**config.mk**
```make
export PLATFORM = sky130hd
export DESIGN_NAME = ir_nec_transmitter
export DESIGN_NICKNAME = d
export VERILOG_FILES = /design/src/rtl/ir_nec_transmitter.sv
export SDC_FILE = /design/constraint.sdc
export NUM_CORES = 1
export LEC_CHECK = 0
export ABC_AREA = 0
export BUFFER_PORTS_ARGS = -buffer_cell sky130_fd_sc_hd__buf_2
export CORE_ASPECT_RATIO = 1.2
export CORE_UTILIZATION = 54
export DETAILED_ROUTE_END_ITERATION = 6
export GPL_ROUTABILITY_DRIVEN = 0
export GPL_TIMING_DRIVEN = 0
export PLACE_DENSITY = 0.75
export SLEW_MARGIN = 20
export SYNTH_ARGS = -nofsm -noshare
export SYNTH_HDL_FRONTEND = slang
export SYNTH_SLANG_ARGS = --single-unit
```
**constraint.sdc**
```tcl
create_clock -name clk -period 2.5 [get_ports clk]
set_input_delay 0.125 -clock clk [delete_from_list [all_inputs] [get_ports clk]]
set_output_delay 0.125 -clock clk [all_outputs]
set_load 0.05 [all_outputs]
```
**src/rtl/ir_nec_transmitter.sv**
```systemverilog
// NEC IR transmitter: sends a leader, then addr/~addr/cmd/~cmd, then a stop burst (or the repeat code), then a gap.
// Define IR_NEC_TX_CARRIER_EN to modulate oIRLED with the carrier; otherwise oIRLED is the plain envelope.
module ir_nec_transmitter #(
    parameter int CLK_HZ     = 50_000_000,
    parameter int CARRIER_HZ = 38_000,
    parameter int UNIT_CYC   = 28125,
    parameter int GAP_UNITS  = 72
) (
    input  logic       clk,
    input  logic       rst,
    input  logic       iSend,
    input  logic       iRepeat,
    input  logic [7:0] iAddr,
    input  logic [7:0] iCmd,
    output logic       oBusy,
    output logic       oDone,
    output logic       oIRDA_n,
    output logic       oIRLED
);

    localparam int UW   = $clog2(UNIT_CYC);
    localparam int MAXU = (GAP_UNITS > 16) ? GAP_UNITS : 16;
    localparam int NW   = $clog2(MAXU);
    localparam logic [UW-1:0] UNIT_LAST = UW'(UNIT_CYC - 1);
    localparam logic [NW-1:0] GAP_LAST  = NW'(GAP_UNITS - 1);
    // An impossible configuration never leaves IDLE instead of producing a corrupt waveform.
    localparam bit CFG_OK = (UNIT_CYC >= 2) && (GAP_UNITS >= 1) && (CLK_HZ >= 2 * CARRIER_HZ);

    typedef enum logic [2:0] {
        IDLE, LEAD_B, LEAD_S, BIT_B, BIT_S, STOP_B, GAP
    } state_t;

    function automatic logic is_burst(input state_t s);
        return (s == LEAD_B) || (s == BIT_B) || (s == STOP_B);
    endfunction

    state_t        state_q, state_d;
    logic [UW-1:0] unit_q, unit_d;
    logic [NW-1:0] units_q, units_d;
    logic [NW-1:0] units_last;
    logic [4:0]    bit_q, bit_d;
    logic [31:0]   word_q, word_d;
    logic          rep_q, rep_d;
    logic          unit_end, state_end, accept;
    logic          busy_q, done_q, irda_n_q, led_q;
    logic          led_d;

    assign accept   = CFG_OK && (state_q == IDLE) && (iSend || iRepeat);
    assign unit_end = (unit_q == UNIT_LAST);

    always_comb begin
        units_last = '0;
        case (state_q)
            LEAD_B:  units_last = NW'(15);
            LEAD_S:  units_last = rep_q ? NW'(3) : NW'(7);
            BIT_S:   units_last = word_q[bit_q] ? NW'(2) : NW'(0);
            GAP:     units_last = GAP_LAST;
            default: units_last = '0;
        endcase
    end

    assign state_end = unit_end && (units_q == units_last);

    always_comb begin
        state_d = state_q;
        unit_d  = unit_q;
        units_d = units_q;
        bit_d   = bit_q;
        word_d  = word_q;
        rep_d   = rep_q;
        if (state_q == IDLE) begin
            if (accept) begin
                state_d = LEAD_B;
                unit_d  = '0;
                units_d = '0;
                bit_d   = '0;
                word_d  = {~iCmd, iCmd, ~iAddr, iAddr};
                rep_d   = !iSend;
            end
        end else begin
            unit_d = unit_end ? '0 : unit_q + 1'b1;
            if (state_end) begin
                units_d = '0;
                case (state_q)
                    LEAD_B: state_d = LEAD_S;
                    LEAD_S: state_d = rep_q ? STOP_B : BIT_B;
                    BIT_B:  state_d = BIT_S;
                    BIT_S: begin
                        state_d = (bit_q == 5'd31) ? STOP_B : BIT_B;
                        bit_d   = bit_q + 5'd1;
                    end
                    STOP_B:  state_d = GAP;
                    default: state_d = IDLE;
                endcase
            end else if (unit_end) begin
                units_d = units_q + 1'b1;
            end
        end
    end

`ifdef IR_NEC_TX_CARRIER_EN
    localparam int HALF_CYC = CLK_HZ / (2 * CARRIER_HZ);
    localparam int CW = $clog2(HALF_CYC + 1);
    localparam logic [CW-1:0] HALF_LAST = CW'(HALF_CYC - 1);

    logic [CW-1:0] car_cnt_q, car_cnt_d;
    logic          car_ph_q, car_ph_d;

    // Burst states never follow one another, so a state change into a burst marks its first cycle.
    always_comb begin
        car_cnt_d = car_cnt_q;
        car_ph_d  = car_ph_q;
        if (is_burst(state_d) && (state_d != state_q)) begin
            car_cnt_d = '0;
            car_ph_d  = 1'b1;
        end else if (car_cnt_q == HALF_LAST) begin
            car_cnt_d = '0;
            car_ph_d  = !car_ph_q;
        end else begin
            car_cnt_d = car_cnt_q + 1'b1;
        end
    end

    assign led_d = is_burst(state_d) && car_ph_d;

    always_ff @(posedge clk or posedge rst) begin
        if (rst) begin
            car_cnt_q <= '0;
            car_ph_q  <= 1'b0;
        end else begin
            car_cnt_q <= car_cnt_d;
            car_ph_q  <= car_ph_d;
        end
    end
`else
    assign led_d = is_burst(state_d);
`endif

    always_ff @(posedge clk or posedge rst) begin
        if (rst) begin
            state_q  <= IDLE;
            unit_q   <= '0;
            units_q  <= '0;
            bit_q    <= '0;
            word_q   <= '0;
            rep_q    <= 1'b0;
            busy_q   <= 1'b0;
            done_q   <= 1'b0;
            irda_n_q <= 1'b1;
            led_q    <= 1'b0;
        end else begin
            state_q  <= state_d;
            unit_q   <= unit_d;
            units_q  <= units_d;
            bit_q    <= bit_d;
            word_q   <= word_d;
            rep_q    <= rep_d;
            busy_q   <= (state_d != IDLE);
            done_q   <= (state_q == GAP) && state_end;
            irda_n_q <= !is_burst(state_d);
            led_q    <= led_d;
        end
    end

    assign oBusy   = busy_q;
    assign oDone   = done_q;
    assign oIRDA_n = irda_n_q;
    assign oIRLED  = led_q;

endmodule

```
=== Word level (Yosys, flattened, before mapping) ===
Cells that the tools add are included.

* Magnitude comparators: 1
* Reductions and logical operators: 16
* Muxes and demuxes: 22
* Equality and inequality tests: 13
* Add/sub/neg operators: 3
* Bitwise operators: 2

{| class="wikitable"
|+ Operators with widths
! operator !! number
|-
| 15-bit two-way mux || 3
|-
| 7-bit two-way mux || 4
|-
| 7-bit one-hot mux with 4 select lines || 1
|-
| 5-bit two-way mux || 4
|-
| 3-bit two-way mux || 6
|-
| 8-bit inverter || 2
|-
| 15-bit by 1-bit adder with 15-bit output, second input constant || 1
|-
| 15-bit == test, second input constant || 1
|-
| 3-bit one-hot mux with 5 select lines || 1
|-
| 3-bit == test, second input constant || 4
|-
| 3-bit by 2-bit == test with 1-bit output, second input constant || 3
|-
| 7-bit by 1-bit adder with 7-bit output, second input constant || 1
|-
| 7-bit == test || 1
|-
| 3-bit by 1-bit == test with 1-bit output, second input constant || 2
|-
| 5-bit by 6-bit less-than comparator with 1-bit output, second input constant || 1
|-
| 3-bit nonzero test || 2
|-
| 5-bit by 1-bit adder with 5-bit output, second input constant || 1
|-
| 1-bit binary-select mux with 5-bit select || 1
|-
| 5-bit == test, second input constant || 1
|-
| 2-bit AND reduction || 2
|-
| 2-bit nonzero test || 2
|-
| 1-bit logical AND || 3
|-
| 3-bit zero test || 1
|-
| 1-bit logical OR || 3
|-
| 5 further kinds || 6
|}

* Input port bits: 20
* Logic and storage cells: 67
* Output and inout port bits: 4
* Register bits: 67

=== Longest topological paths before layout ===
Gate-level depths: netlist of the first run.

* Word-level depth: 12
* Mapped depth: 11
* Gate-level depth less buffers: 10

=== Least setup slack after synthesis of the first run ===
No wires, ideal clock.

* Path kind: reg-to-reg
* Start point: reg bit_q[0]
* End point: reg bit_q[0]
* Data arrival time: 2419 ps
* Library setup time: 125 ps
* Cell stages (with the launch flop): 9
* Clock period less this slack: 2544 ps
* Path slack: -44 ps
* Cells stage by stage: dfrtp_1 -> mux4_2 -> and3_1 -> or4_4 -> a21oi_2 -> or4b_4 -> nand3_2 -> nand2_1 -> mux2_2

* Longest elaborated chain between the ends: 8
* Elaborated cells on any way between the ends: 12
* Classes of those cells: 1 x add/sub; 1 x eq/ne; 7 x mux; 3 x reduce/logical

{| class="wikitable"
|+ RTL lines
! item !! line !! source
|-
| start: declaration || 41 || <nowiki>logic [4:0] bit_q, bit_d;</nowiki>
|-
| start signal: assignment || 155 || <nowiki>bit_q <= bit_d;</nowiki>
|-
| 1-bit binary-select mux with 5-bit select || 56 || <nowiki>BIT_S: units_last = word_q[bit_q] ? NW'(2) : NW'(0);</nowiki>
|-
| 1-bit two-way mux (implied by the code) || 56 ||
|-
| 2-bit two-way mux || 56 ||
|-
| 7-bit one-hot mux with 4 select lines || 53 || <nowiki>case (state_q)</nowiki>
|-
| 7-bit == test || 62 || <nowiki>assign state_end = unit_end && (units_q == units_last);</nowiki>
|-
| 1-bit logical AND || 62 ||
|-
| 2-bit nonzero test (no line) || - ||
|-
| 3-bit AND reduction (no line) || - ||
|}

Parallel ways exist; a longest one is shown, timed or not. The select of a mux whose other input is x is not followed.
A chain may end at the register's enable or synchronous reset.

=== Worst setup path in the final report of the first run ===
* Start point: reg bit_q[0]
* End point: reg units_q[5]

* Longest elaborated chain between the ends: 8
* Elaborated cells on any way between the ends: 10
* Classes of those cells: 1 x eq/ne; 6 x mux; 3 x reduce/logical

{| class="wikitable"
|+ RTL lines
! item !! line !! source
|-
| 1-bit binary-select mux with 5-bit select * || 56 ||
|-
| 1-bit two-way mux (implied by the code) * || 56 ||
|-
| 2-bit two-way mux * || 56 ||
|-
| 7-bit one-hot mux with 4 select lines * || 53 ||
|-
| 7-bit == test * || 62 ||
|-
| 1-bit logical AND * || 62 ||
|-
| 3-bit nonzero test (no line) or 7-bit two-way mux (tied branches) || - ||
|-
| 2-bit AND reduction (no line) or 7-bit two-way mux (tied branches) || - ||
|-
| end signal: assignment || 154 || <nowiki>units_q <= units_d;</nowiki>
|-
| end: declaration || 39 || <nowiki>logic [NW-1:0] units_q, units_d;</nowiki>
|}

Mark *: on every way between the ends. The rest lies on a longest branch, timed or not. The select of a mux whose other input is x is not followed.

==> summary.md, run 1 <==
| Metric | Value |
|---|---|
| Metal1 wirelength | `3520 um` |
| Die Height | `90.0 um` |
| Global-route wire length before repair | `13600 um` |
| Crit. End Element | `flip-flop` |
| Setup CP Type | `reg2reg` |
| Yosys reg bits | `67` |
| Cts bufs inserted | `9` |
| Mapped Nets | `396` |
| Nets | `465` |
| CTS tree | `done` |
| Max-Cap Viols | `0` |
| Post-synthesis sequential area ratio | `0.482` |
| R2R setup slack | `-0.15 ns` |
| 1st-pass router iterations | `4` |
| Share of power burned in the clock network | `0.384` |
| Hold wc startpoint | `iCmd[1]` |
| Most frequent cells after synthesis | `nand2_1, dfrtp_1, o21ai_0, nor2_1` |
| Setup Viol. Count Final | `17` |
| Reg clk slew, reported paths | `0.08 ns` |
| Root Driver | `clkbuf_8` |
| Min-delay worst type | `in2reg` |
| Clk_lat worst skew | `0.35 ns` |
| Row cnt | `31` |
| Io pins | `24` |
| P&R area growth vs syn | `28.1%` |
| Worst setup margin | `-0.153 ns` |
| DR WL met3 | `222 um` |
| RR Startpoint | `bit_q[0]$_DFFE_PP0P_` |
| Hold Path End | `word_q[17]$_DFFE_PP0P_` |
| Crit path launch type | `flip-flop` |
| Overall Power | `0.00265 W` |
| CTS sink count | `67` |
| PortBufs | `23` |
| Ys Warns | `0` |
| Fin. max-slew vios | `0` |
| Vias per cell | `5.61` |
| Worst-case reg-to-reg path depth | `10` |
| Most frequent cell after synthesis | `nand2_1` |
| Power Dens Cells | `595 nW/um2` |
| Sequential share of power | `0.498` |
| Top Layer Used | `met4` |
| Max FO, Critical Path | `5` |
| RSZ-0062 raised after global routing | `yes` |
| Worst setup path startpoint | `bit_q[0]$_DFFE_PP0P_` |
| P_int | `0.00193 W` |
| Highest clock rate | `377 MHz` |
| Sw Ratio | `0.271` |
| Post-route cell area | `4460 um2` |
| Max-slew headroom | `0.488` |
| P_sw | `0.000720 W` |
| N_diodes | `0` |
| Gr ovfl total | `0` |
| Synth top area cells | `dfrtp_1, nand2_1, o21ai_0` |
| DP Area | `3730 um2` |
| Vias in the first global route | `3006` |
| Async set-reset flop share out of synthesis | `1.00` |
| Starting utilization of the core area | `0.568` |
| Peak VDD IR | `0.429 mV` |
| Min cycle time layout | `2.65 ns` |
| Initial drt markers | `191` |
| Netlist Area Pre-Place | `3480 um2` |
| Largest net degree at the start of global routing | `36` |
| Failing checks | `negative setup slack` |
| Clk_skew | `0.00990 ns` |
| Comb power frac | `0.118` |
| Share of the synthesized area in the top cell type | `0.474` |
| Total GRT Usage | `0.269` |
| DP Wirelength | `5300 um` |
| Synth unique cells | `58` |
| Tcrit/Tclk final | `1.06` |
| Filler Cell Count | `465` |
| Pleak | `1.99 nW` |
| Synth Flop Type | `dfrtp_1` |
| Width of the die | `75.3 um` |
| Layout cells sized above 1 | `0.249` |
| Post-Route WL | `8430 um` |
| DR DRC count | `0` |
| Total number of vias | `2957` |
| Maximum clock insertion buffer count | `2` |
| Cells after synthesis | `371` |
| Post-synth EDFFs | `0` |
| Status | `finished, violations left` |
| Antenna violations before repair | `0` |
| Core area | `6130 um2` |
| Capturing point of the worst reg2reg path | `units_q[5]$_DFFE_PP0P_` |
| Crit path DAT | `2.89 ns` |
| Met2 wire len | `4440 um` |
| Die ar. | `6770 um2` |
| Syn avg cell area | `9.38 um2` |
| Area leader, netlist | `dfrtp_1` |
| Worst hold stages | `3` |
| Slew @ Worst Pin | `0.762 ns` |
| Hold Vio Cnt, Final | `0` |
| WL/cell | `16.0 um` |
| Worst EP required | `2.73 ns` |
| Remaining antenna violation count | `0` |
| Htree depth | `3` |
==> placed cells by master, fill, tap and decap left out, types with 4 or more instances in the layout <==
cell	instances
nand2_1	88
dfrtp_1	65
o21ai_0	28
buf_2	25
nor2_1	18
buf_4	17
dlygate4sd3_1	15
a21oi_1	13
and3_1	12
clkbuf_8	9
clkbuf_1	8
nand3_1	8
mux2i_1	7
nor3_1	5
inv_1	5
nand3b_1	5
nand2b_1	5
xor2_1	5
ha_1	5
or3_1	4
mux4_2	4
a211oi_1	4
a22o_1	4
or2_2	4
buf_12	4
a21o_1	4
==> cells by family after synthesis <==
family          share of synthesized area
flops                               0.482
compound gates                      0.138
mux                                0.0629
buf+inv                            0.0367
xor+xnor                           0.0151
fa+ha+maj                          0.0180
simple gates                        0.247
==> worst max-delay path by stage <==
stage / end / cells past startpoint / slack (ns)
final: units_q[5]$_DFFE_PP0P_ / 10 / -0.15
after global routing: units_q[5]$_DFFE_PP0P_ / 10 / -0.28
after CTS: units_q[5]$_DFFE_PP0P_ / 10 / -0.12
after detailed placement: units_q[5]$_DFFE_PP0P_ / 11 / -0.20
after global placement: word_q[24]$_DFFE_PP0P_ / 6 / -0.56
after floorplan: bit_q[3]$_DFFE_PP0P_ / 8 / 0.01
==> critical path, stage by stage (launching register included) <==
cell	delay (ns)
dfrtp_1	0.43
buf_6	0.15
or3b_4	0.37
o22ai_1	0.16
or4_4	0.16
a21oi_4	0.04
or4b_4	0.60
nand2_8	0.14
clkbuf_16	0.15
nor2_4	0.04
a221o_1	0.29
==> power groups by stage <==
| stage | combinational (W) | sequential, W | clock [W] |
|---|---|---|---|
| CTS | 0.000310 | 0.00131 | 0.00103 |
| global placement | 0.000240 | 0.00133 | 0 |
| floorplan | 0.000196 | 0.00130 | 0 |
| finish | 0.000313 | 0.00132 | 0.00102 |
| detailed placement | 0.000260 | 0.00134 | 0 |
| global route | 0.000355 | 0.00134 | 0.00107 |
==> flip-flops by register name, summed over array words and instances, names as in the netlist, 3 cells and up <==
register  flops
word_q       32
unit_q       15
units_q       7
bit_q         5
state_q       3
==> metrics by stage <==
stage | utilization | setup TNS, ns | std cells | setup slack (ns) | hold slack [ns]
after floorplan | - | 0 | 371 | 0.0105 | 0.210
after global placement | 0.604 | -22.74 | 476 | -0.558 | 0.309
after detailed placement | 0.608 | -2.35 | 477 | -0.205 | 0.172
after CTS | 0.696 | -1.37 | 520 | -0.124 | 0.000800
after global routing | 0.728 | -3.33 | 527 | -0.281 | 0.00910
final | 0.728 | -1.43 | 527 | -0.153 | 0.0128
==> layer usage <==
layer	track usage	vias to the layer above
met2	0.452	62
li1	-	1446
met3	0.0404	19
met5	0	-
met4	0.140	0
met1	0.325	1430
==> cell type report <==
| class | count | area, um2 | share of cell area |
|---|---|---|---|
| Buffer | 17 | 104 | 0.0233 |
| Multi-Input combinational cell | 279 | 1840 | 0.412 |
| Clock inverter | 7 | 101 | 0.0227 |
| Timing Repair Buffer | 58 | 478 | 0.107 |
| Tap cell | 82 | 103 | 0.0230 |
| Clock buffer | 9 | 124 | 0.0278 |
| Inverter | 8 | 32.5 | 0.00730 |
| Sequential cell | 67 | 1680 | 0.377 |
==> what timing repair did <==
item / 4_1_cts / 5_1_grt
cloned: 0 / 1
resized for setup: 16 / 26
endpoints found under the hold margin: 60 / 0
pin swaps: 8 / 8
buffers inserted: 12 / 6
hold buffers: 15 / 0
setup endpoints to repair: 47 / 53
(Power assumes the default switching activity.)
==> run 2, diff against run 1 <==
==> constraint.sdc (replaced) <==
create_clock -name clk -period 2.5 [get_ports clk]
set_input_delay 0.5 -clock clk [delete_from_list [all_inputs] [get_ports clk]]
set_output_delay 0.5 -clock clk [all_outputs]
set_load 0.05 [all_outputs]
==> summary.md, run 2 (synthesized netlist as in run 1, its figures left out) <==
| Metric | Value |
|---|---|
| Status | `finished, violations left (unchanged)` |
| Failing checks | `negative setup slack (unchanged)` |
| Reg clk slew, reported paths | `0.08 ns (about the same)` |
| Die Height | `90.0 um (unchanged)` |
| P&R area growth vs syn | `23.8% (was 28.1%)` |
| Root Driver | `clkbuf_8 (unchanged)` |
| Crit-path max cell delay | `0.53 ns (was 0.60 ns)` |
| DP Area | `3730 um2 (unchanged)` |
| Crit. End Element | `flip-flop (unchanged)` |
| Nets | `450 (was 465)` |
| Total number of vias | `2906 (was 2957)` |
| Fin. max-slew vios | `0 (unchanged)` |
| Vias per cell | `5.68 (was 5.61)` |
| Global-route wire length before repair | `13200 um (was 13600 um)` |
| Hold Vio Cnt, Final | `0 (unchanged)` |
| CP Cell Sequence | `mux4_2 > and3_4 > or4_4 > a21oi_4 > or4b_4 > nand2_8 > clkbuf_16 > buf_12 > a21oi_2 > a31oi_1 (was buf_6 > or3b_4 > o22ai_1 > or4_4 > a21oi_4 > or4b_4 > nand2_8 > clkbuf_16 > nor2_4 > a221o_1)` |
| DR DRC count | `0 (unchanged)` |
| R2R setup slack | `-0.16 ns (was -0.15 ns)` |
| Highest clock rate | `377 MHz (about the same)` |
| Width of the die | `75.3 um (unchanged)` |
| Core area | `6130 um2 (unchanged)` |
| Min cycle time layout | `2.66 ns (was 2.65 ns)` |
| Tcrit/Tclk final | `1.06 (about the same)` |
| Largest register FFs | `32 (unchanged)` |
| Metal1 wirelength | `3410 um (was 3520 um)` |
| Clk_lat worst skew | `0.35 ns (about the same)` |
| Area of the multi-input gates | `1840 um2 (unchanged)` |
| CTS tree | `done (unchanged)` |
| Most frequent cells in the layout | `nand2_1, dfrtp_1, o21ai_0, buf_2, nor2_1 (unchanged)` |
| Worst EP required | `2.70 ns (was 2.73 ns)` |
| Top Layer Used | `met4 (unchanged)` |
| Max-slew headroom | `0.491 (was 0.488)` |
| 1st-pass router iterations | `4 (unchanged)` |
| Max FO, Critical Path | `4 (was 5)` |
| Max stage delay cell, worst path | `mux4_2 (was or4b_4)` |
| Antenna violations before repair | `0 (unchanged)` |
| Initial drt markers | `156 (was 191)` |
| Layout cells sized above 1 | `0.258 (was 0.249)` |
| WL/cell | `16.0 um (about the same)` |
| Largest net degree at the start of global routing | `36 (unchanged)` |
| Crit path launch type | `flip-flop (unchanged)` |
| CTS sink count | `67 (unchanged)` |
| Power Dens Cells | `610 nW/um2 (was 595 nW/um2)` |
| Io pins | `24 (unchanged)` |
| Vias in the first global route | `2898 (was 3006)` |
| Htree depth | `3 (unchanged)` |
| Max-Cap Viols | `0 (unchanged)` |
| Min-delay worst type | `in2async (was in2reg)` |
| Peak VDD IR | `0.422 mV (was 0.429 mV)` |
| Post-route cell area | `4310 um2 (was 4460 um2)` |
| Crit path DAT | `2.86 ns (was 2.89 ns)` |
| Sequential cell area | `1680 um2 (unchanged)` |
| Total GRT Usage | `0.260 (was 0.269)` |
| Row cnt | `31 (unchanged)` |
| PortBufs | `23 (unchanged)` |
| Post-Route WL | `8180 um (was 8430 um)` |
| RSZ-0062 raised after global routing | `yes (unchanged)` |
| Gr ovfl total | `0 (unchanged)` |
| Worst setup margin | `-0.156 ns (was -0.153 ns)` |
| Die ar. | `6770 um2 (unchanged)` |
| Met2 wire len | `4240 um (was 4440 um)` |
| Post-layout util | `0.703 (was 0.728)` |
| Starting utilization of the core area | `0.568 (unchanged)` |
| Maximum clock insertion buffer count | `2 (unchanged)` |
| Filler Cell Count | `482 (was 465)` |
| Biggest regs | `word_q: 32 flops, unit_q: 15 flops, units_q: 7 flops (unchanged)` |
| Setup CP Type | `reg2reg (unchanged)` |
| Biggest register | `word_q (unchanged)` |
| DP Wirelength | `5300 um (unchanged)` |
| Most common cell after layout, fill and taps aside | `nand2_1 (unchanged)` |
| Slew @ Worst Pin | `0.758 ns (was 0.762 ns)` |
| Clk_skew | `0.00950 ns (was 0.00990 ns)` |
| Pleak | `1.93 nW (was 1.99 nW)` |
| Setup Viol. Count Final | `17 (unchanged)` |
| Remaining antenna violation count | `0 (unchanged)` |
| Cts bufs inserted | `9 (unchanged)` |
| DR WL met3 | `252 um (was 222 um)` |
| N_diodes | `0 (unchanged)` |
[run 2: changes by cell type in the layout (fill, tap and decap cells not counted), sizes merged]
cell / change
dlygate4sd3: -15
[run 2: cell type report]
cell class | instances | area share
Timing Repair Buffer | 43 | 0.0761
Multi-Input combinational cell | 279 | 0.427
Sequential cell | 67 | 0.390
Tap cell | 82 | 0.0238
Inverter | 8 | 0.00755
Clock buffer | 9 | 0.0287
Buffer | 17 | 0.0241
Clock inverter | 7 | 0.0235
[run 2: routing by layer]
| metal | vias up | track usage |
|---|---|---|
| li1 | 1413 | - |
| met1 | 1403 | 0.321 |
| met2 | 69 | 0.431 |
| met3 | 21 | 0.0392 |
| met4 | 0 | 0.136 |
| met5 | - | 0 |
[run 2: critical path, delay by kind of cell, from the launching register on]
| family | cells | cell delay [ns] |
|---|---|---|
| buffers and inverters | 2 | 0.30 |
| and+or+nand+nor | 4 | 0.89 |
| DFF | 1 | 0.42 |
| AOI/OAI and AO/OA | 3 | 0.35 |
| muxes | 1 | 0.53 |
[run 2: metrics by stage]
step                      hold WS (ns)  std cells  setup TNS, ns  setup slack [ns]  total power, W
after floorplan                  0.437        371              0            0.0105         0.00150
after global placement           0.454        476         -47.49            -0.558         0.00157
after detailed placement         0.461        477          -2.35            -0.205         0.00160
after CTS                        0.165        505          -1.37            -0.124         0.00264
after global routing             0.202        512          -3.33            -0.281         0.00274
final                            0.157        512          -1.48            -0.156         0.00263
[run 2: worst paths after layout]
check,cells after the start,from,to
min in group clk,2,iAddr[4],word_q[12]$_DFFE_PP0P_
worst max-delay path,10,bit_q[0]$_DFFE_PP0P_,state_q[1]$_DFF_PP0_
worst max register to register,10,bit_q[0]$_DFFE_PP0P_,state_q[1]$_DFF_PP0_
max in group asynchronous,3,rst,oIRDA_n$_DFF_PP1_
worst min-delay path,2,rst,word_q[22]$_DFFE_PP0P_
worst min register to register,2,word_q[21]$_DFFE_PP0P_,word_q[21]$_DFFE_PP0P_
[run 2: power breakdown]
group,internal (W),switching [W]
Clock,0.000567,0.000446
Combinational,0.000141,0.000153
Sequential,0.00121,0.000112
Total,0.00192,0.000711
[run 2: timing repair]
action                                  in CTS  in global routing
buffers inserted                            12                  6
hold endpoints to repair                     0                  0
pin swaps                                    8                  8
endpoints found under the setup margin      47                 53
gates resized for setup                     16                 26
hold buffers                                 0                  0
gates cloned                                 0                  1
==> run 3, diff against run 2 <==
--- a/config.mk
+++ b/config.mk
@@ -12,7 +12,7 @@
 export DETAILED_ROUTE_END_ITERATION = 6
 export GPL_ROUTABILITY_DRIVEN = 0
 export GPL_TIMING_DRIVEN = 0
-export PLACE_DENSITY = 0.75
+export PLACE_DENSITY = 0.79
 export SLEW_MARGIN = 20
 export SYNTH_ARGS = -nofsm -noshare
 export SYNTH_HDL_FRONTEND = slang
==> summary.md, run 3 (synthesized netlist as in run 1, its figures left out) <==
| Metric | Value |
|---|---|
| 1st-pass router iterations | `4 (unchanged)` |
| Die Height | `90.0 um (unchanged)` |
| Worst setup margin | `-0.139 ns (was -0.156 ns)` |
| Largest register FFs | `32 (unchanged)` |
| Highest clock rate | `379 MHz (was 377 MHz)` |
| Largest net degree at the start of global routing | `57 (was 36)` |
| Core area | `6130 um2 (unchanged)` |
| Root Driver | `clkbuf_8 (unchanged)` |
| Htree depth | `3 (unchanged)` |
| Sequential cell area | `1680 um2 (about the same)` |
| Biggest register | `word_q (unchanged)` |
| Hold Vio Cnt, Final | `0 (unchanged)` |
| Layout cells sized above 1 | `0.264 (was 0.258)` |
| Pleak | `1.92 nW (was 1.93 nW)` |
| WL/cell | `15.6 um (was 16.0 um)` |
| Slew @ Worst Pin | `0.739 ns (was 0.758 ns)` |
| Maximum clock insertion buffer count | `2 (unchanged)` |
| Filler Cell Count | `499 (was 482)` |
| Biggest regs | `word_q: 32 flops, unit_q: 15 flops, units_q: 7 flops (unchanged)` |
| Post-layout util | `0.691 (was 0.703)` |
| Crit path DAT | `2.87 ns (was 2.86 ns)` |
| Overall Power | `0.00248 W (was 0.00263 W)` |
| Worst-case reg-to-reg path depth | `10 (unchanged)` |
| Max FO, Critical Path | `8 (was 4)` |
| Gr ovfl total | `0 (unchanged)` |
| Most common cell after layout, fill and taps aside | `nand2_1 (unchanged)` |
| Max-Cap Viols | `0 (unchanged)` |
| Min-delay worst type | `in2async (unchanged)` |
| Clk_lat worst skew | `0.35 ns (about the same)` |
| Global-route wire length before repair | `13300 um (was 13200 um)` |
| Width of the die | `75.3 um (unchanged)` |
| Antenna violations before repair | `0 (unchanged)` |
| Initial drt markers | `203 (was 156)` |
| Power Dens Cells | `586 nW/um2 (was 610 nW/um2)` |
| Max-slew headroom | `0.504 (was 0.491)` |
| Vias in the first global route | `2950 (was 2898)` |
| Worst setup path startpoint | `bit_q[0]$_DFFE_PP0P_ (unchanged)` |
| Area of the multi-input gates | `1790 um2 (was 1840 um2)` |
| Hold buffers post-CTS | `0 (unchanged)` |
| Peak VDD IR | `0.506 mV (was 0.422 mV)` |
| Worst EP required | `2.73 ns (was 2.70 ns)` |
| Crit path launch type | `flip-flop (unchanged)` |
| Total number of vias | `2937 (was 2906)` |
| Status | `finished, violations left (unchanged)` |
| Clk_skew | `0.0109 ns (was 0.00950 ns)` |
| DR DRC count | `0 (unchanged)` |
| N_diodes | `0 (unchanged)` |
| CTS tree | `done (unchanged)` |
| Fin. max-slew vios | `0 (unchanged)` |
| WHS | `0.0552 ns (was 0.157 ns)` |
| Failing checks | `negative setup slack (unchanged)` |
| Reg clk slew, reported paths | `0.08 ns (about the same)` |
| Post-Route WL | `8090 um (was 8180 um)` |
| Tcrit/Tclk final | `1.06 (about the same)` |
| Most frequent cells in the layout | `nand2_1, dfrtp_1, o21ai_0, buf_4, buf_2 (was nand2_1, dfrtp_1, o21ai_0, buf_2, nor2_1)` |
| Vias per cell | `5.67 (was 5.68)` |
| Min cycle time layout | `2.64 ns (was 2.66 ns)` |
| Capturing point of the worst reg2reg path | `units_q[5]$_DFFE_PP0P_ (was state_q[1]$_DFF_PP0_)` |
| R2R setup slack | `-0.14 ns (was -0.16 ns)` |
| Cts bufs inserted | `9 (unchanged)` |
| Starting utilization of the core area | `0.568 (unchanged)` |
| RSZ-0062 raised after global routing | `yes (unchanged)` |
| Total GRT Usage | `0.259 (was 0.260)` |
| CTS sink count | `67 (unchanged)` |
| Remaining antenna violation count | `0 (unchanged)` |
| RR Startpoint | `bit_q[0]$_DFFE_PP0P_ (unchanged)` |
| P&R area growth vs syn | `21.7% (was 23.8%)` |
| Io pins | `24 (unchanged)` |
| Setup Viol. Count Final | `18 (was 17)` |
| Crit. End Element | `flip-flop (unchanged)` |
| Die ar. | `6770 um2 (unchanged)` |
| Nets | `457 (was 450)` |
| DP Wirelength | `5320 um (was 5300 um)` |
| Row cnt | `31 (unchanged)` |
| Setup CP Type | `reg2reg (unchanged)` |
| PortBufs | `23 (unchanged)` |
## run 3: cell types whose count changed in the layout (fill, tap and decap cells not counted), sizes merged
cell and delta:
buf +8, clkinvlp -2, bufinv -1, inv -1
clkbuf +2
## run 3: worst max-delay path, cell delays in order (launching register included)
cell	delay, ns
dfrtp_2	0.44
buf_6	0.14
or3b_4	0.40
o21ai_2	0.11
nor3_1	0.05
a31o_1	0.26
or4b_4	0.55
nand2_4	0.12
buf_12	0.12
nor2_2	0.05
a221o_1	0.29
## run 3: layer usage
layer  track usage  wire [um]  up-vias
li1              -          -     1420
met1         0.319       3320     1434
met2         0.426       4250       65
met3        0.0504        303       18
met4         0.125        218        0
met5             0          0        -
## run 3: where the power goes
part           internal (W)  total, W  switching (W)  leakage [nW]
combinational      0.000156  0.000311       0.000155          1.01
sequential          0.00121   0.00132       0.000109         0.821
clock              0.000453  0.000854       0.000401        0.0902
total               0.00182   0.00248       0.000664          1.92
## run 3: worst max-delay path by stage
| stage | end | slack, ns | depth (start not counted) |
|---|---|---|---|
| 6_report | units_q[5]$_DFFE_PP0P_ | -0.14 | 10 |
| 5_1_grt | units_q[5]$_DFFE_PP0P_ | -0.24 | 10 |
| 4_1_cts | units_q[5]$_DFFE_PP0P_ | -0.21 | 11 |
| 3_5_place_dp | bit_q[3]$_DFFE_PP0P_ | -0.25 | 8 |
| 3_3_place_gp | word_q[24]$_DFFE_PP0P_ | -0.57 | 6 |
| 2_1_floorplan | bit_q[3]$_DFFE_PP0P_ | 0.01 | 8 |
## run 3: stage by stage
stage | cells | setup TNS (ns) | setup slack [ns] | area [um2]
2_1_floorplan | 371 | 0 | 0.0105 | 3480
3_3_place_gp | 476 | -46.83 | -0.571 | 3700
3_5_place_dp | 477 | -3.61 | -0.251 | 3740
4_1_cts | 503 | -2.02 | -0.210 | 4050
5_1_grt | 518 | -3.54 | -0.238 | 4240
6_report | 518 | -1.33 | -0.139 | 4240
## run 3: final cells by class
class / count / share of cell area
Buffer: 17 / 0.0251
Clock buffer: 12 / 0.0319
Clock inverter: 3 / 0.00945
Inverter: 8 / 0.00768
Multi-Input combinational cell: 279 / 0.424
Sequential cell: 67 / 0.398
Tap cell: 82 / 0.0242
Timing Repair Buffer: 50 / 0.0806
## run 3: what timing repair did
item                       CTS  global route
gates resized for setup     12            23
setup endpoints to repair   46            37
pin swaps                    9            10
buffers inserted            11            15
